`config.mk`:
```
export PLATFORM = sky130hd
export DESIGN_NAME = bcd_serial_adder
export DESIGN_NICKNAME = d
export VERILOG_FILES = /design/src/rtl/bcd_serial_adder.sv
export SDC_FILE = /design/constraint.sdc
export NUM_CORES = 1
export LEC_CHECK = 0
export ABC_AREA = 1
export ABC_CLOCK_PERIOD_IN_PS = 3300
export BUFFER_PORTS_ARGS = -buffer_cell sky130_fd_sc_hd__buf_2
export CAP_MARGIN = 5
export CORE_ASPECT_RATIO = 0.6
export CORE_UTILIZATION = 40
export DETAILED_ROUTE_END_ITERATION = 6
export GPL_ROUTABILITY_DRIVEN = 0
export GPL_TIMING_DRIVEN = 0
export RECOVER_POWER = 100
export SYNTH_ARGS = -nofsm -noshare
export SYNTH_HDL_FRONTEND = slang
export SYNTH_SLANG_ARGS = --single-unit
```
`constraint.sdc`:
```
create_clock -name clk -period 3.3 [get_ports clk]
set_input_delay 0.33 -clock clk [delete_from_list [all_inputs] [get_ports clk]]
set_output_delay 0.33 -clock clk [all_outputs]
set_load 0.01 [all_outputs]
```
`src/rtl/bcd_serial_adder.sv`:
```
// Digit-serial packed-BCD adder: one digit pair per clock, LSD first, valid/ready on both sides.
// Define BCD_SUB_EN to add a 'sub' input that computes A - B by ten's complement.
module bcd_serial_adder #(
  parameter int unsigned DIGITS = 4
) (
  input  logic                  clk,
  input  logic                  rst_n,
  input  logic                  op_valid,
  output logic                  op_ready,
  input  logic [4*DIGITS-1:0]   a,
  input  logic [4*DIGITS-1:0]   b,
  input  logic                  c_in,
`ifdef BCD_SUB_EN
  input  logic                  sub,
`endif
  output logic                  res_valid,
  input  logic                  res_ready,
  output logic [4*DIGITS-1:0]   sum,
  output logic                  c_out,
  output logic                  err
);

  localparam int unsigned IdxW = (DIGITS > 1) ? $clog2(DIGITS) : 1;

  typedef enum logic [1:0] {StIdle, StAdd, StDone} state_e;

  state_e              state_q, state_d;
  logic [4*DIGITS-1:0] a_q, b_q, sum_q, sum_d;
  logic [IdxW-1:0]     idx_q;
  logic                carry_q, c_out_q, err_q;
  logic [3:0]          a_dig, b_dig, b_eff, res_dig;
  logic [4:0]          s;
  logic                carry_n, digit_err, last_digit;
`ifdef BCD_SUB_EN
  logic                sub_q;
`endif

  // State register
  always_ff @(posedge clk or negedge rst_n) begin
    if (!rst_n) begin
      state_q <= StIdle;
    end else begin
      state_q <= state_d;
    end
  end

  // Next-state logic
  always_comb begin
    state_d = state_q;
    unique case (state_q)
      StIdle:  if (op_valid)   state_d = StAdd;
      StAdd:   if (last_digit) state_d = StDone;
      StDone:  if (res_ready)  state_d = StIdle;
      default:                 state_d = StIdle;
    endcase
  end

  // FSM outputs
  always_comb begin
    op_ready  = (state_q == StIdle);
    res_valid = (state_q == StDone);
  end

  // Digit select and decimal-corrected digit add
  always_comb begin
    a_dig = 4'd0;
    b_dig = 4'd0;
    for (int unsigned i = 0; i < DIGITS; i++) begin
      if (idx_q == IdxW'(i)) begin
        a_dig = a_q[4*i +: 4];
        b_dig = b_q[4*i +: 4];
      end
    end
    // Range check uses the raw B digit, before any complementing
    digit_err = (a_dig > 4'd9) || (b_dig > 4'd9);
`ifdef BCD_SUB_EN
    b_eff = sub_q ? (4'd9 - b_dig) : b_dig;
`else
    b_eff = b_dig;
`endif
    s          = {1'b0, a_dig} + {1'b0, b_eff} + {4'd0, carry_q};
    carry_n    = (s > 5'd9);
    res_dig    = carry_n ? (s[3:0] + 4'd6) : s[3:0];
    last_digit = (idx_q == IdxW'(DIGITS - 1));
    sum_d      = sum_q;
    for (int unsigned i = 0; i < DIGITS; i++) begin
      if (idx_q == IdxW'(i)) begin
        sum_d[4*i +: 4] = res_dig;
      end
    end
  end

  // Datapath registers
  always_ff @(posedge clk or negedge rst_n) begin
    if (!rst_n) begin
      a_q     <= '0;
      b_q     <= '0;
      sum_q   <= '0;
      idx_q   <= '0;
      carry_q <= 1'b0;
      c_out_q <= 1'b0;
      err_q   <= 1'b0;
`ifdef BCD_SUB_EN
      sub_q   <= 1'b0;
`endif
    end else begin
      unique case (state_q)
        StIdle: begin
          if (op_valid) begin
            a_q   <= a;
            b_q   <= b;
            idx_q <= '0;
            err_q <= 1'b0;
`ifdef BCD_SUB_EN
            sub_q   <= sub;
            carry_q <= sub ? 1'b1 : c_in;
`else
            carry_q <= c_in;
`endif
          end
        end
        StAdd: begin
          sum_q   <= sum_d;
          carry_q <= carry_n;
          err_q   <= err_q | digit_err;
          if (last_digit) begin
            c_out_q <= carry_n;
          end else begin
            idx_q <= idx_q + IdxW'(1);
          end
        end
        default: ;
      endcase
    end
  end

  assign sum   = sum_q;
  assign c_out = c_out_q;
  assign err   = err_q;

endmodule

```
Word-level counts from Yosys, hierarchy flattened
Index checks and enable logic that the tools add are counted.
{"block": "totals", "regBits": 55, "in_bits": 37, "output_inout_bits": 20, "word_cells": 60}
{"block": "classes", "addsub": 4, "n_lt_le_gt_ge": 3, "eq_ne": 9, "mux": 20, "bitwise_logic": 1, "n_reduce_logical": 12}
{"cell": "$mux W4", "n": 9}
{"cell": "$reduce_and A2 Y1", "n": 6}
{"cell": "$mux W2", "n": 5}
{"cell": "$gt A4 B4 Y1 const B", "n": 2}
{"cell": "$eq A2 B2 Y1 const B", "n": 3}
{"cell": "$ne A2 B2 Y1 const B", "n": 3}
{"cell": "$pmux W2 S3", "n": 1}
{"cell": "$reduce_and A3 Y1", "n": 2}
{"cell": "$add A4 B4 Y5", "n": 1}
{"cell": "$add A5 B1 Y5", "n": 1}
{"cell": "$gt A5 B4 Y1 const B", "n": 1}
{"cell": "$add A4 B3 Y4 const B", "n": 1}
{"cell": "$eq A2 B1 Y1 const B", "n": 2}
{"cell": "$logic_not A2 Y1", "n": 2}
{"cell": "$pmux W1 S2", "n": 2}
{"cell": "$pmux W2 S2", "n": 1}
{"cell": "$add A2 B1 Y2 const B", "n": 1}
{"cell": "$mux W1", "n": 2}
{"cell": "$ne A2 B1 Y1 const B", "n": 1}
{"cell": "$reduce_bool A2 Y1", "n": 1}
{"cell": "$logic_or A1 B1 Y1", "n": 1}
{"cell": "$or A1 B1 Y1", "n": 1}

Logic depth before layout (Yosys ltp)
{"block": "logic_depth", "depth_word": 9, "ltp_mapped": 23, "mapped_depth_nobuf": 22}

Worst setup path before layout
No wires, ideal clock.
{"block": "synth_path", "kind": "flip-flop to flip-flop", "start": "register idx_q[0]", "end": "register sum_q[11], in the netlist sum[11]", "setup_time_ns": 0.116, "t_arrival_ns": 2.975, "required_time_ns": 3.184, "slack_ns": 0.208, "stages_incl_launch_ff": 22, "path_buffers": 0, "period_less_slack_ns": 3.092, "cell_sequence": "dfrtp_1 inv_1 ha_1 inv_2 nor2_4 a22oi_1 o21ai_0 o21ai_0 fa_1 fa_1 inv_1 nand2_1 nand2_2 ha_1 nand2_1 a21boi_2 nand2_2 nand2_4 nand2_2 nand2_2 nand2_1 nand2_1"}
{"block": "synth_via", "elab_chain_cells": 9, "word_cells_on_any_way": 18, "classes_between": "add/sub (3); order compare (1); eq/ne (3); mux (9); reduce/logical (2)"}
{"element": "from (decl)", "line": "29", "rtl": "logic [IdxW-1:0] idx_q;"}
{"element": "from (signal assigned)", "line": "129", "rtl": "idx_q <= idx_q + IdxW'(1);"}
{"element": "$logic_not A2 Y1", "line": "69", "rtl": "if (idx_q == IdxW'(i)) begin"}
{"element": "$mux W4 (4 in series)", "line": "69"}
{"element": "$add A4 B4 Y5", "line": "81", "rtl": "s = {1'b0, a_dig} + {1'b0, b_eff} + {4'd0, carry_q};"}
{"element": "$add A5 B1 Y5", "line": "81"}
{"element": "$add A4 B3 Y4 / $gt A5 B4 Y1 (equally long branches)", "line": "83, 82"}
{"element": "$mux W4", "line": "83", "rtl": "res_dig = carry_n ? (s[3:0] + 4'd6) : s[3:0];"}
{"element": "to (signal assigned)", "line": "123", "rtl": "sum_q <= sum_d;"}
{"element": "to (decl)", "line": "28", "rtl": "logic [4*DIGITS-1:0] a_q, b_q, sum_q, sum_d;"}
Parallel ways exist; a longest one is shown, timed or not.
A chain may end at the register's enable or synchronous reset.

Final worst setup path
Ends and elaborated chain as after synthesis.

==> results.json <==
{
  "status": "complete, no violations",
  "ys_seq_elements": 55,
  "antennaDiodeCount": 0,
  "core_um2": 6710,
  "dp_hpwl_um": 4840,
  "use_met2_pct": 26.1,
  "cp_data_arrival_time_ps": 3360,
  "die_area_um2": 7350,
  "antenna_found_initial": 0,
  "postSynth.asyncResetShare_pct": 100,
  "stdcell_area_um2": 3490,
  "cts_max_level": 2,
  "grt_pass1_vias": 2093,
  "viasPerCell": 4.91,
  "die_y_um": 66.8,
  "cts.clk_slew.worst_paths_ps": 70,
  "clock_path_buffers": 2,
  "skew_ps": 6.36,
  "syn_nets": 339,
  "use_met3_pct": 5.19,
  "grt_pass1_wl_um": 10600,
  "hold_violations": 0,
  "grt.busiest_layer": "met1",
  "die_x_um": 110,
  "drtIter0Drc": 159,
  "wirelength_um": 6690,
  "clk_latency_ps": 300,
  "portBuffers": 56,
  "fmaxAchievable_ghz": 0.316,
  "path_common_cell": "nand2_4",
  "wl_per_cell_um": 14.7,
  "yosysWarnings": 0,
  "worstMarginPinSlew_ps": 1390,
  "crit_path_cell_trace": "inv_4 -> ha_4 -> inv_4 -> nor2_4 -> a22oi_2 -> o21ai_1 -> o21ai_2 -> fa_2 -> fa_2 -> inv_1 -> nor2_2 -> a21boi_4 -> nand2_4 -> nand2_4 -> nand2_4 -> nand2_4 -> nand2_2 -> nand2_2",
  "area_growth_pct": 24.7,
  "cpMaxStageDelayCell": "fa_2",
  "cp-end-kind": "register",
  "n_fill_cell": 644,
  "crit_required_ps": 3500,
  "hp-class": "in -> reg",
  "grt_use_met1_pct": 31.0,
  "track_usage_pct": 20.0,
  "drtAntennaViolNets": 0,
  "synth_cell_types": 26,
  "slew_viol_final": 0,
  "final_cell_mix": "nand2_1 (70), dfrtp_1 (54), buf_2 (35)",
  "grt_max_degree": 56,
  "clock_sinks": 55,
  "drtPass1Iterations": 4,
  "fin_util_pct": 52.1,
  "drive_above_1_share_pct": 35.6,
  "numCtsBuffers": 5,
  "setup_violations": 0,
  "period_share_pct": 95.9,
  "period_minus_slack_ps": 3160,
  "drv_cap": 0,
  "start_util_pct": 41.8,
  "critPathMaxFanout": 5,
  "fp-row-count": 23,
  "yosysSeqAreaShare_pct": 49.2,
  "cts_tree": "done",
  "ys.flop_type": "dfrtp_1",
  "grt-ovfl-total": 0,
  "syn_area_um2": 2800,
  "relSlewSlack_pct": 7.09,
  "vias": 2234,
  "syn_inst": 292,
  "crit_path_start_kind": "register",
  "cts_root_buf": "clkbuf_16",
  "synth-edff-count": 0,
  "crit_type": "reg -> reg",
  "critPathMaxStageDelay_ps": 610,
  "placed_area_um2": 3190,
  "route.detailed.drc": 0,
  "mostFrequentLayoutCell": "nand2_1",
  "num_io_pins": 57,
  "synth_area_per_cell_um2": 9.59,
  "nets": 414
}
## layer usage
metal | part of all wire, % | vias to the layer above
met3 | 5.0 | 7
met2 | 40 | 54
met5 | 0 | -
li1 | - | 1095
met1 | 54 | 1078
met4 | 1.3 | 0
## worst paths after layout
check / startpoint / end / slack [ps] / depth (start not counted)
min reg2reg: sum[1] / sum[1] / 480 / 2
max: idx_q[0] / sum[11] / 140 / 18
min: res_ready / state_q[1] / 200 / 2
max in group asynchronous: rst_n / idx_q[0] / 2030 / 1
max reg2reg: idx_q[0] / sum[11] / 140 / 18
min in group asynchronous: rst_n / sum[4] / 360 / 1
## flip-flops by register name, summed over array words and instances (netlist names)
signal / count
a_q: 16
b_q: 16
sum: 16
idx_q: 2
state_q: 2
c_out: 1
carry_q: 1
err: 1
## final cells by class
| class | count | area, um^2 | share of cell area (%) |
|---|---|---|---|
| repair buffers | 69 | 353 | 10.1 |
| well taps | 87 | 109 | 3.12 |
| multi-input cells | 200 | 1340 | 38.5 |
| clock inverters | 2 | 16.3 | 0.466 |
| flip-flops and latches | 55 | 1380 | 39.5 |
| plain buffers | 6 | 36.3 | 1.04 |
| inverters | 30 | 118 | 3.37 |
| clock buffers | 6 | 139 | 3.98 |
## kinds of logic after synthesis
logic type	synth area share [%]
AOI/OAI and AO/OA	7.95
muxes	11.3
adders and majority gates	5.00
DFF	49.2
and+or+nand+nor	19.8
buffers and inverters	6.79
## cells in the mapped netlist (5+ instances only)
cell type | instances | area share, %
nand2_1 | 77 | 10
dfrtp_1 | 55 | 49
mux2_2 | 28 | 11
inv_1 | 27 | 3.6
nand3_1 | 25 | 4.5
a21oi_1 | 17 | 3.0
ha_1 | 8 | 3.6
nor2_1 | 8 | 1.1
o21ai_0 | 7 | 1.3
nand2_2 | 6 | 1.3
nor2_2 | 5 | 1.1
o21ai_1 | 5 | 0.89
## through the flow
stage                     setup slack [ps]  hold slack, ps  TNS (ps)  std cells
after floorplan                        208            34.4         0        292
after global placement                -240             462     -2770        435
after detailed placement              -273             460     -3160        435
after CTS                             14.3             195         0        448
after global routing                 -4.87             189     -4.87        455
final                                  137             205         0        455
## worst max-delay path, delay by kind of cell, from the launching register on
family / cells / cell delay (ps)
fa+ha+maj: 3 / 1140
simple gates: 8 / 770
flops: 1 / 460
compound gates: 4 / 430
buf+inv: 3 / 250
## repair_timing
item                       4_1_cts  5_1_grt
setup endpoints to repair       14       14
gates resized for setup         13       25
hold buffers                     0        0
pin swaps                        6       11
setup buffers                    5        8
Power is left out: the tool's default activity adds up to more than one toggle a clock period on the data nets, which glitch-free logic cannot reach.
